===== src/rtl/uart_rx_cfg.sv =====
// UART receiver with run-time parity/stop/prescale config latched per frame.
// Optional UART_RX_MAJ3_EN: 2-of-3 majority sampling around the bit centre.
module uart_rx_cfg #(
  parameter int DATA_W     = 8,
  parameter int PRESCALE_W = 6
) (
  input  logic                  clk,
  input  logic                  rst,
  input  logic                  RX_IN,
  input  logic                  PAR_EN,
  input  logic                  PAR_TYP,
  input  logic                  STP2,
  input  logic [PRESCALE_W-1:0] prescale,
  output logic [DATA_W-1:0]     P_data,
  output logic                  data_valid,
  output logic                  par_err,
  output logic                  stp_err,
  output logic [2:0]            fsm_state
);

  typedef enum logic [2:0] {IDLE, START, DATA, PARITY, STOP, DONE} state_t;

  localparam logic [3:0] LAST_DATA = 4'(DATA_W - 1);

  state_t                  state, next_state;
  logic [PRESCALE_W-1:0]   edge_cnt;
  logic [3:0]              bit_cnt;
  logic                    sh_par_en, sh_par_typ, sh_stp2;
  logic [PRESCALE_W-1:0]   sh_prescale;
  logic [DATA_W-1:0]       data_sr;
  logic                    par_flag, stp_flag;
  logic                    first_cyc;

  logic [PRESCALE_W-1:0]   half, last, sample_pt;
  logic                    sample_now, bit_end, bit_val, frame_start;

  assign half    = sh_prescale >> 1;
  assign last    = sh_prescale - PRESCALE_W'(1);
  assign bit_end = (edge_cnt == last);

`ifdef UART_RX_MAJ3_EN
  logic samp_a, samp_b;
  // Decision is taken on the third sample, one edge after the centre.
  assign sample_pt = half + PRESCALE_W'(1);
  assign bit_val   = (samp_a & samp_b) | (samp_a & RX_IN) | (samp_b & RX_IN);

  always_ff @(posedge clk or negedge rst) begin
    if (!rst) begin
      samp_a <= 1'b1;
      samp_b <= 1'b1;
    end else begin
      if (edge_cnt == half - PRESCALE_W'(1)) samp_a <= RX_IN;
      if (edge_cnt == half)                  samp_b <= RX_IN;
    end
  end
`else
  assign sample_pt = half;
  assign bit_val   = RX_IN;
`endif

  assign sample_now  = (edge_cnt == sample_pt);
  assign frame_start = ((state == IDLE) || (state == DONE)) && (next_state == START);
  assign fsm_state   = state;

  always_comb begin
    next_state = state;
    case (state)
      IDLE:   if (!RX_IN && !first_cyc) next_state = START;
      START: begin
        if (sample_now && bit_val) next_state = IDLE;
        else if (bit_end)          next_state = DATA;
      end
      DATA:   if (bit_end && bit_cnt == LAST_DATA) next_state = sh_par_en ? PARITY : STOP;
      PARITY: if (bit_end) next_state = STOP;
      STOP:   if (bit_end && bit_cnt == {3'b000, sh_stp2}) next_state = DONE;
      DONE:   next_state = RX_IN ? IDLE : START;
      default: next_state = IDLE;
    endcase
  end

  always_ff @(posedge clk or negedge rst) begin
    if (!rst) state <= IDLE;
    else      state <= next_state;
  end

  always_ff @(posedge clk or negedge rst) begin
    if (!rst) begin
      edge_cnt    <= '0;
      bit_cnt     <= '0;
      sh_par_en   <= 1'b0;
      sh_par_typ  <= 1'b0;
      sh_stp2     <= 1'b0;
      sh_prescale <= '0;
      data_sr     <= '0;
      par_flag    <= 1'b0;
      stp_flag    <= 1'b0;
      first_cyc   <= 1'b1;
      P_data      <= '0;
      data_valid  <= 1'b0;
      par_err     <= 1'b0;
      stp_err     <= 1'b0;
    end else begin
      first_cyc  <= 1'b0;
      data_valid <= 1'b0;
      par_err    <= 1'b0;
      stp_err    <= 1'b0;

      // The cycle that saw the falling edge counts as edge 0 of the start bit.
      if (next_state != state)  edge_cnt <= (next_state == START) ? PRESCALE_W'(1) : '0;
      else if (state == IDLE)   edge_cnt <= '0;
      else if (bit_end)         edge_cnt <= '0;
      else                      edge_cnt <= edge_cnt + PRESCALE_W'(1);

      if (next_state != state) bit_cnt <= '0;
      else if (bit_end && (state == DATA || state == STOP)) bit_cnt <= bit_cnt + 4'd1;

      if (frame_start) begin
        sh_par_en   <= PAR_EN;
        sh_par_typ  <= PAR_TYP;
        sh_stp2     <= STP2;
        sh_prescale <= prescale;
        par_flag    <= 1'b0;
        stp_flag    <= 1'b0;
      end

      if (state == DATA && sample_now) data_sr <= {bit_val, data_sr[DATA_W-1:1]};
      if (state == PARITY && sample_now && (bit_val != (^data_sr ^ sh_par_typ))) par_flag <= 1'b1;
      if (state == STOP && sample_now && !bit_val) stp_flag <= 1'b1;

      // Pulses are registered so they are visible throughout the DONE cycle.
      if (state == STOP && next_state == DONE) begin
        par_err <= par_flag;
        stp_err <= stp_flag;
        if (!par_flag && !stp_flag) begin
          data_valid <= 1'b1;
          P_data     <= data_sr;
        end
      end
    end
  end

endmodule


===== config.mk =====
export PLATFORM = sky130hd
export DESIGN_NAME = uart_rx_cfg
export DESIGN_NICKNAME = d
export VERILOG_FILES = /design/src/rtl/uart_rx_cfg.sv
export SDC_FILE = /design/constraint.sdc
export NUM_CORES = 1
export LEC_CHECK = 0
export ABC_AREA = 1
export BUFFER_PORTS_ARGS = -buffer_cell sky130_fd_sc_hd__buf_2
export CAP_MARGIN = 10
export CELL_PAD_IN_SITES_DETAIL_PLACEMENT = 1
export CELL_PAD_IN_SITES_GLOBAL_PLACEMENT = 2
export CORE_MARGIN = 2
export CORE_UTILIZATION = 34
export CTS_CLUSTER_DIAMETER = 150
export DETAILED_ROUTE_END_ITERATION = 8
export GPL_TIMING_DRIVEN = 0
export HOLD_SLACK_MARGIN = 0.03
export PLACE_DENSITY = 0.88
export SLEW_MARGIN = 20
export SYNTH_ARGS = -nofsm -noshare
export SYNTH_HDL_FRONTEND = slang
export SYNTH_SLANG_ARGS = --single-unit

===== constraint.sdc =====
create_clock -name clk -period 2.9 [get_ports clk]
set_input_delay 0.435 -clock clk [delete_from_list [all_inputs] [get_ports clk]]
set_output_delay 0.435 -clock clk [all_outputs]
set_load 0.02 [all_outputs]

==> results of run 1 <==
==> state kept, by name, summed over array words and instances, names as in the netlist, 3 cells and up <==
| register | count |
|---|---|
| P_data | 8 |
| fsm_state | 3 |
| bit_cnt | 4 |
| edge_cnt | 6 |
| sh_prescale | 6 |
| data_sr | 8 |
==> cell families after synthesis <==
family | count (synthesis) | share of synthesized area [%]
and+or+nand+nor | 172 | 32.1
DFF | 44 | 45.1
xor gates and xnor gates | 18 | 6.45
AOI/OAI and AO/OA | 33 | 7.07
buffers and inverters | 47 | 7.58
other | 1 | 0.153
adders and majority gates | 3 | 1.54
==> worst register-to-register path: stages, from the launching register on <==
cell,delay [ps]
dfrtp_1,410
inv_2,110
ha_1,230
nand2_1,90
nor2_1,150
nand2_1,80
nand2_1,70
nand2_1,80
nor2_2,180
nand3_2,140
nor3_2,240
inv_2,120
buf_6,160
nand2_1,60
o21ai_1,60
==> worst max-delay path by stage <==
| stage | startpoint | to | slack, ps | cells past startpoint |
|---|---|---|---|---|
| floorplan | sh_prescale[0] | bit_cnt[0] | 930 | 17 |
| global placement | sh_prescale[0] | edge_cnt[2] | 660 | 15 |
| detailed placement | sh_prescale[0] | P_data[7] | 590 | 14 |
| CTS | sh_prescale[0] | P_data[7] | 570 | 14 |
| global route | sh_prescale[0] | P_data[7] | 350 | 14 |
| finish | sh_prescale[0] | P_data[7] | 610 | 14 |
==> layout make-up <==
| cell class | instances | area (um^2) |
|---|---|---|
| fillers | 870 | 4090 |
| clock buffers | 5 | 68.8 |
| plain buffers | 4 | 23.8 |
| inverters | 43 | 161 |
| well taps | 96 | 120 |
| flip-flops and latches | 44 | 1100 |
| repair buffers | 25 | 125 |
| clock inverters | 3 | 18.8 |
| multi-input cells | 227 | 1160 |
==> power groups by stage <==
stage,clock network (mW),logic [mW],registers (mW)
6_report,0.388,0.0219,0.614
5_1_grt,0.425,0.0255,0.615
4_1_cts,0.398,0.0235,0.614
3_5_place_dp,0,0.0234,0.627
3_3_place_gp,0,0.0231,0.627
2_1_floorplan,0,0.00237,0.627
==> synthesized netlist by cell type, types with 3 or more instances <==
cell type   n
nand4_1     3
nor3_1      4
xor2_1     11
inv_1      33
o21ai_0    21
o21ai_1    10
nand3_1    20
nor2_2     15
ha_1        3
inv_2       9
nand2_1    99
xnor2_1     7
nor2_1     19
dfrtp_1    43
==> routing by layer <==
metal	track usage [%]	up-vias	routed length, um
li1	-	1048	-
met1	20.5	1007	2610
met2	28.3	17	2870
met3	2.80	4	137
met4	3.31	0	49
met5	0	-	0
==> through the flow <==
step | instance area (um^2) | cells
after floorplan | 2440 | 318
after global placement | 2690 | 439
after detailed placement | 2690 | 439
after CTS | 2780 | 447
after global routing | 2780 | 447
final | 2780 | 447
==> cells in the final DEF, fill, tap and decap left out, drive strengths merged, types with 2 or more instances in the layout <==
cell type,count
nand2,102
dfrtp,43
inv,42
nor2,35
o21ai,31
buf,26
nand3,22
xor2,11
clkbuf,8
xnor2,7
nor3,5
clkinv,4
nand4,3
ha,3
nand3b,2
or2,2
==> metrics.csv, run 1 <==
metric,value,unit
ys_types,32,
postCtsResizedCells,0,
antenna_found_initial,0,
critPathTopFamily,simple AND/OR/NAND/NOR gates,
pwr_density_cell,369,mW/mm^2
grt_pass1_wl,9830,um
worst_pin_slew,978,ps
yosys_register_bits,44,
final-hold-violation-count,0,
cap_violations,0,
num_rows,30,
slew_headroom,34.8,%
p_comb_share,2.1,%
drive_above_1_share,19.7,%
clkPwrFrac,37.9,%
yosysTopAreaCell,dfrtp_1,
fin_crit_sh,78.8,%
critPathArrivalTime,2460,ps
fin_ws,614,ps
fmax,437,MHz
synth_edf_count,0,
outcome,finished clean,
clockRootBuffer,clkbuf_8,
setup_tns,0,ps
crit_top_cell,nand2_1,
die_w,88.8,um
port_buffers,25,
boundaryPins,26,
ff2ff_path_depth,14,
drt-initial-drc-count,40,
clk_latency,300,ps
ys_seq_area_share,45.1,%
crit_fanout,10,
synth_fp_nets,333,
pwr-share-seq,60.0,%
ys.flop_type,dfrtp_1,
clockBufferDepth,2,
postCtsSetupBuffers,0,
fin_util,40.4,%
start_util,35.6,%
peakVddDrop,0.000237,V
grt-ovfl-total,0,
synth_top_area_share,44.0,%
yosysWarnings,0,
pre_cts_ws,587,ps
power,1.02,mW
clock-sinks,44,
syn_area,0.00244,mm^2
area_growth,13.6,%
cp_slowest_cell,dfrtp_1,
setup_violations,0,
slew_viol_final,0,
grt_start_max_net_pins,45,
cts_hold_buf,0,
path_cells,inv_2 -> ha_1 -> nand2_1 -> nor2_1 -> nand2_1 -> nand2_1 -> nand2_1 -> nor2_2 -> nand3_2 -> nor3_2 -> inv_2 -> buf_6 -> nand2_1 -> o21ai_1,
ff2ff_setup_slack,610,ps
synthCells,318,
antennaDiodeCount,0,
rsz0062_at_grt,no,
min_period,2290,ps
h-tree-depth,2,
die_area,0.00788,mm^2
swShare,23.0,%
avgSynthCellArea,7.68,um^2
rr_endpoint,P_data[7],
coreArea,0.00687,mm^2
p_leak,1.44,nW
power.internal,0.789,mW
switching_power,0.235,mW
max_stage_delay,410,ps
antenna_left,0,
critical_path_class,reg2reg,
vias,2076,
worstSetupEndpointType,flip-flop,
drtPass1Iterations,4,
via_per_inst,4.64,
cts_made_buffers,5,
track_usage,16.0,%
drcViolationCount,0,
totalWireLength,5680,um
cts_tree,built,
hold_slack,286,ps
cp_num_buf_inv,3,
die_y,88.8,um
grt_pass1_vias,2138,
cp.required,3080,ps
gp_congestion,0.817,
clk_pin_slew,90,ps
r2r-start,sh_prescale[0],
critPathLaunchType,flip-flop,
layout.nets,365,
fin_skew,11.5,ps
synthArstFlopShare,100,%
drt-wirelength-per-cell,12.7,um
hp-class,in2async,
yosys-top-cells-area,"dfrtp_1 44%, nand2_1 15%, inv_1 5.1%",
dp_hpwl,4460,um
No activity file was read; power rests on OpenSTA's default activity.
==> run 2, diff against run 1 <==
--- a/config.mk
+++ b/config.mk
@@ -5,18 +5,18 @@
 export SDC_FILE = /design/constraint.sdc
 export NUM_CORES = 1
 export LEC_CHECK = 0
-export ABC_AREA = 1
+export ABC_AREA = 0
 export BUFFER_PORTS_ARGS = -buffer_cell sky130_fd_sc_hd__buf_2
 export CAP_MARGIN = 10
 export CELL_PAD_IN_SITES_DETAIL_PLACEMENT = 1
 export CELL_PAD_IN_SITES_GLOBAL_PLACEMENT = 2
 export CORE_MARGIN = 2
-export CORE_UTILIZATION = 34
+export CORE_UTILIZATION = 38
 export CTS_CLUSTER_DIAMETER = 150
 export DETAILED_ROUTE_END_ITERATION = 8
 export GPL_TIMING_DRIVEN = 0
 export HOLD_SLACK_MARGIN = 0.03
-export PLACE_DENSITY = 0.88
+export PLACE_DENSITY = 0.87
 export SLEW_MARGIN = 20
 export SYNTH_ARGS = -nofsm -noshare
 export SYNTH_HDL_FRONTEND = slang
==> constraint.sdc (replaced) <==
create_clock -name clk -period 2.25 [get_ports clk]
set_input_delay 0.3375 -clock clk [delete_from_list [all_inputs] [get_ports clk]]
set_output_delay 0.3375 -clock clk [all_outputs]
set_load 0.02 [all_outputs]
==> metrics.csv, run 2 <==
metric,value,unit
outcome,"complete, but fails checks",
violations,negative setup slack,
fin_skew,7.79,ps
ys_seq_area_share,48.1,%
num_rows,28,
coreArea,0.00589,mm^2
final-hold-violation-count,0,
track_usage,16.8,%
dp_hpwl,3410,um
yosysTopAreaCell,dfrtp_1,
rsz0062_at_grt,yes,
critical_path_class,reg2reg,
vias,1654,
pwr_density_cell,1230,mW/mm^2
grt_start_max_net_pins,45,
hp-class,in2async,
critPathLaunchType,flip-flop,
boundaryPins,26,
totalWireLength,5190,um
grt_pass1_vias,1693,
cts_tree,built,
peakVddDrop,0.000742,V
ff2ff_path_depth,9,
min_period,2780,ps
fin_crit_sh,124,%
clockBufferDepth,2,
synth_edf_count,0,
worst_pin_slew,960,ps
cts_hold_buf,0,
synth_fp_nets,215,
hold_slack,198,ps
crit_fanout,9,
p_leak,1.34,nW
cts_made_buffers,5,
drt-wirelength-per-cell,16.3,um
die_w,81.7,um
die_y,81.7,um
clk_latency,290,ps
syn_area,0.00229,mm^2
worstSetupEndpointType,flip-flop,
synth_most_common_cell,dfrtp_1,
fin_ws,-532,ps
final_common_cell,dfrtp_1,
cp.required,2430,ps
setup_violations,24,
slew_viol_final,0,
start_util,39.0,%
setup_tns,-7790,ps
fmax,359,MHz
slew_headroom,36.0,%
fin_util,47.7,%
drt-initial-drc-count,48,
rr_endpoint,P_data[5],
synthCells,200,
r2r-start,sh_prescale[1],
grt-ovfl-total,0,
final_cell_mix,"42 x dfrtp_1, 25 x buf_2, 17 x xnor2_1, 17 x nor2_1, 17 x mux2_2",
h-tree-depth,2,
top_regs,"P_data (8), data_sr (8)",
synthArstFlopShare,100,%
area_growth,22.4,%
synthTopCellsByCount,"43 x dfrtp_1, 18 x nor2_1, 17 x mux2_2, 17 x xnor2_1",
clockRootBuffer,clkbuf_8,
gp_congestion,0.758,
ys_types,46,
antennaDiodeCount,0,
yosys_register_bits,44,
antenna_left,0,
via_per_inst,5.20,
ff2ff_setup_slack,-530,ps
drcViolationCount,0,
antenna_found_initial,0,
avgSynthCellArea,11.5,um^2
critPathArrivalTime,2960,ps
yosys-top-cells-area,"dfrtp_1 47%, mux2_2 8.3%, xnor2_1 6.5%",
drive_above_1_share,36.2,%
synth_top_area_share,46.9,%
port_buffers,25,
clock-sinks,44,
cap_violations,0,
die_area,0.00667,mm^2
yosysWarnings,0,
clk_pin_slew,90,ps
grt_pass1_wl,8400,um
drtPass1Iterations,4,
ys.flop_type,dfrtp_1,
layout.nets,257,
-- run 2: what timing repair did --
item	4_1_cts	5_1_grt
hold endpoints to repair	0	0
pin swaps	3	4
setup buffers	8	2
resized for setup	8	8
endpoints found under the setup margin	32	33
-- run 2: layer usage --
metal / vias to the layer above / GRT usage [%] / share of wire, %
met5: - / 0 / 0
met4: 0 / 5.00 / 0.92
met3: 4 / 2.64 / 2.6
met2: 24 / 28.0 / 48
met1: 847 / 22.5 / 48
li1: 779 / - / -
-- run 2: report_power, final --
part / total, mW / switching, mW / leakage (nW) / internal (mW)
sequential: 1.16 / 0.195 / 0.581 / 0.964
combinational: 1.59 / 0.852 / 0.694 / 0.742
clock: 0.711 / 0.267 / 0.0654 / 0.444
total: 3.46 / 1.31 / 1.34 / 2.15
-- run 2: final cells by class --
class / instances / area (um^2)
Inverter: 5 / 18.8
Clock inverter: 2 / 60.1
Buffer: 8 / 43.8
Timing Repair Buffer: 35 / 220
Fill cell: 662 / 3080
Sequential cell: 44 / 1100
Clock buffer: 6 / 72.6
Tap cell: 75 / 93.8
Multi-Input combinational cell: 143 / 1190
-- run 2: critical path, cell delays in order, from the launching register on --
cell	delay (ps)
dfrtp_1	420
inv_1	80
ha_2	170
or3b_4	370
a211o_1	300
a211oi_4	240
nand2_4	90
or4_4	530
buf_8	170
mux2_4	300
-- run 2: cell families (layout without fill, tap and decap cells) --
kind of cell | count (synthesis) | after routing | synth area share (%)
multiplexers | 26 | 26 | 14.0
adder cells (fa/ha/maj) | 3 | 3 | 1.64
AO/OA/AOI/OAI | 22 | 22 | 7.47
buffers and inverters | 13 | 56 | 2.45
other | 1 | 1 | 0.164
AND/OR/NAND/NOR | 63 | 63 | 15.5
XOR/XNOR | 28 | 28 | 10.7
flip-flops | 44 | 44 | 48.1
-- run 2: worst max path at each step --
stage	to	start	cells past startpoint	slack (ps)
final	P_data[5]	sh_prescale[1]	9	-530
after floorplan	P_data[0]	sh_prescale[0]	7	-570
after CTS	P_data[5]	sh_prescale[1]	9	-570
after detailed placement	P_data[3]	sh_prescale[1]	9	-820
after global placement	P_data[5]	sh_prescale[1]	9	-790
after global routing	P_data[6]	sh_prescale[0]	9	-590
-- run 2: stage by stage --
stage | area [um^2] | setup slack [ps] | total power, mW | instances
final | 2810 | -532 | 3.46 | 318
after global routing | 2810 | -587 | 3.69 | 318
after CTS | 2770 | -569 | 3.40 | 316
after detailed placement | 2520 | -818 | 2.47 | 300
after global placement | 2520 | -788 | 2.43 | 300
after floorplan | 2310 | -565 | 2.15 | 200
==> run 3, diff against run 2 <==
--- a/config.mk
+++ b/config.mk
@@ -11,13 +11,13 @@
 export CELL_PAD_IN_SITES_DETAIL_PLACEMENT = 1
 export CELL_PAD_IN_SITES_GLOBAL_PLACEMENT = 2
 export CORE_MARGIN = 2
-export CORE_UTILIZATION = 38
+export CORE_UTILIZATION = 35
 export CTS_CLUSTER_DIAMETER = 150
 export DETAILED_ROUTE_END_ITERATION = 8
 export GPL_TIMING_DRIVEN = 0
 export HOLD_SLACK_MARGIN = 0.03
-export PLACE_DENSITY = 0.87
-export SLEW_MARGIN = 20
+export PLACE_DENSITY = 0.84
+export SKIP_LAST_GASP = 1
 export SYNTH_ARGS = -nofsm -noshare
 export SYNTH_HDL_FRONTEND = slang
 export SYNTH_SLANG_ARGS = --single-unit
==> constraint.sdc (replaced) <==
create_clock -name clk -period 2.33 [get_ports clk]
set_input_delay 0.3495 -clock clk [delete_from_list [all_inputs] [get_ports clk]]
set_output_delay 0.3495 -clock clk [all_outputs]
set_load 0.02 [all_outputs]
==> metrics.csv, run 3 (synthesis results as in run 2) <==
metric,value,unit
critPathLaunchType,flip-flop,
gp_congestion,0.765,
placedCellCount,302,
antenna_found_initial,0,
clock-sinks,44,
pwr-share-seq,36.1,%
die_w,85.0,um
fin_skew,10.1,ps
start_util,36.1,%
final_cell_mix,"42 x dfrtp_1, 25 x buf_2, 18 x nor2_1, 17 x xnor2_1, 17 x mux2_2",
r2r-start,sh_prescale[1],
drcViolationCount,0,
layout.nets,254,
rr_endpoint,P_data[2],
totalWireLength,5480,um
num_rows,29,
cts_tree,built,
clkPwrFrac,16.3,%
dp_hpwl,3710,um
final_common_cell,dfrtp_1,
swShare,41.1,%
clockRootBuffer,clkbuf_8,
die_y,85.0,um
critPathArrivalTime,3000,ps
drive_above_1_share,34.6,%
grt_pass1_vias,1773,
setup_violations,20,
fin_crit_sh,120,%
switching_power,1.27,mW
drt-wirelength-per-cell,17.3,um
p_comb_share,47.6,%
slew_viol_final,0,
worstSetupEndpointType,flip-flop,
antennaDiodeCount,0,
area_growth,19.5,%
drt-initial-drc-count,44,
boundaryPins,26,
worst_pin_slew,965,ps
track_usage,16.0,%
coreArea,0.00635,mm^2
vias,1642,
fin_ws,-467,ps
final-hold-violation-count,0,
hp-class,in2async,
critical_path_class,reg2reg,
rsz0062_at_grt,yes,
clk_latency,310,ps
power.internal,1.81,mW
ff2ff_path_depth,7,
grt-ovfl-total,0,
clockBufferDepth,2,
fin_util,43.2,%
setup_tns,-5430,ps
violations,negative setup slack,
top_regs,"P_data (8), data_sr (8)",
p_leak,1.30,nW
crit_fanout,4,
grt_pass1_wl,9020,um
fmax,358,MHz
hold_slack,189,ps
outcome,"complete, but fails checks",
die_area,0.00722,mm^2
via_per_inst,5.18,
pwr_density_cell,1120,mW/mm^2
slew_headroom,35.7,%
min_period,2800,ps
cap_violations,0,
cp.required,2530,ps
grt_start_max_net_pins,45,
h-tree-depth,2,
peakVddDrop,0.000574,V
ff2ff_setup_slack,-470,ps
clk_pin_slew,90,ps
pre_cts_ws,-762,ps
drtPass1Iterations,4,
fin_cells,317,
port_buffers,25,
cts_made_buffers,5,
antenna_left,0,
[run 3: changes by cell type in the layout (fill, tap and decap cells not counted), sizes merged]
cell,delta
buf,-3
bufinv,-2
clkinvlp,+1
clkinv,+1
[run 3: worst max-delay path: stages (launching register included)]
cell       delay [ps]
dfrtp_1           430
or3_4             410
or4_4             440
a211oi_4          290
nand2_4            80
or4_4             570
clkbuf_16         180
mux2_4            290
[run 3: repair_timing]
| action | CTS | global route |
|---|---|---|
| setup endpoints to repair | 21 | 31 |
| pin swaps | 1 | 3 |
| gates resized for setup | 3 | 7 |
| hold buffers | 0 | 0 |
| buffers inserted | 5 | 2 |
| cloned | 0 | 1 |
[run 3: per-layer routing]
metal | vias to the layer above | routed length, um | track usage [%]
met5 | - | 0 | 0
met4 | 0 | 72 | 5.19
met3 | 6 | 169 | 3.79
met2 | 28 | 2600 | 25.5
met1 | 837 | 2640 | 21.6
li1 | 771 | - | -
[run 3: cell type report]
cell class	instances	area (um^2)
Tap cell	77	96.3
Sequential cell	44	1100
Inverter	5	18.8
Clock inverter	2	16.3
Buffer	8	46.3
Timing Repair Buffer	32	208
Multi-Input combinational cell	143	1180
Clock buffer	6	72.6
Fill cell	692	3610
[run 3: power by group through the flow]
stage / clock (mW) / sequential (mW) / combinational (mW)
after CTS: 0.514 / 1.11 / 1.42
after global placement: 0 / 1.12 / 1.23
after global routing: 0.538 / 1.14 / 1.62
after floorplan: 0 / 1.10 / 0.975
final: 0.501 / 1.11 / 1.47
after detailed placement: 0 / 1.13 / 1.27
[run 3: per-stage QoR]
stage	total power, mW	area, um^2
after global routing	3.30	2740
after floorplan	2.07	2310
final	3.08	2740
after global placement	2.35	2530
after CTS	3.05	2680
after detailed placement	2.40	2530
[run 3: how the worst max path moves through the flow]
stage          cells after the start         to            from
2_1_floorplan                      7  P_data[0]  sh_prescale[0]
3_5_place_dp                       9  P_data[2]  sh_prescale[1]
3_3_place_gp                       9  P_data[6]  sh_prescale[1]
6_report                           7  P_data[2]  sh_prescale[1]
5_1_grt                            9  P_data[2]  sh_prescale[0]
4_1_cts                            9  P_data[2]  sh_prescale[0]
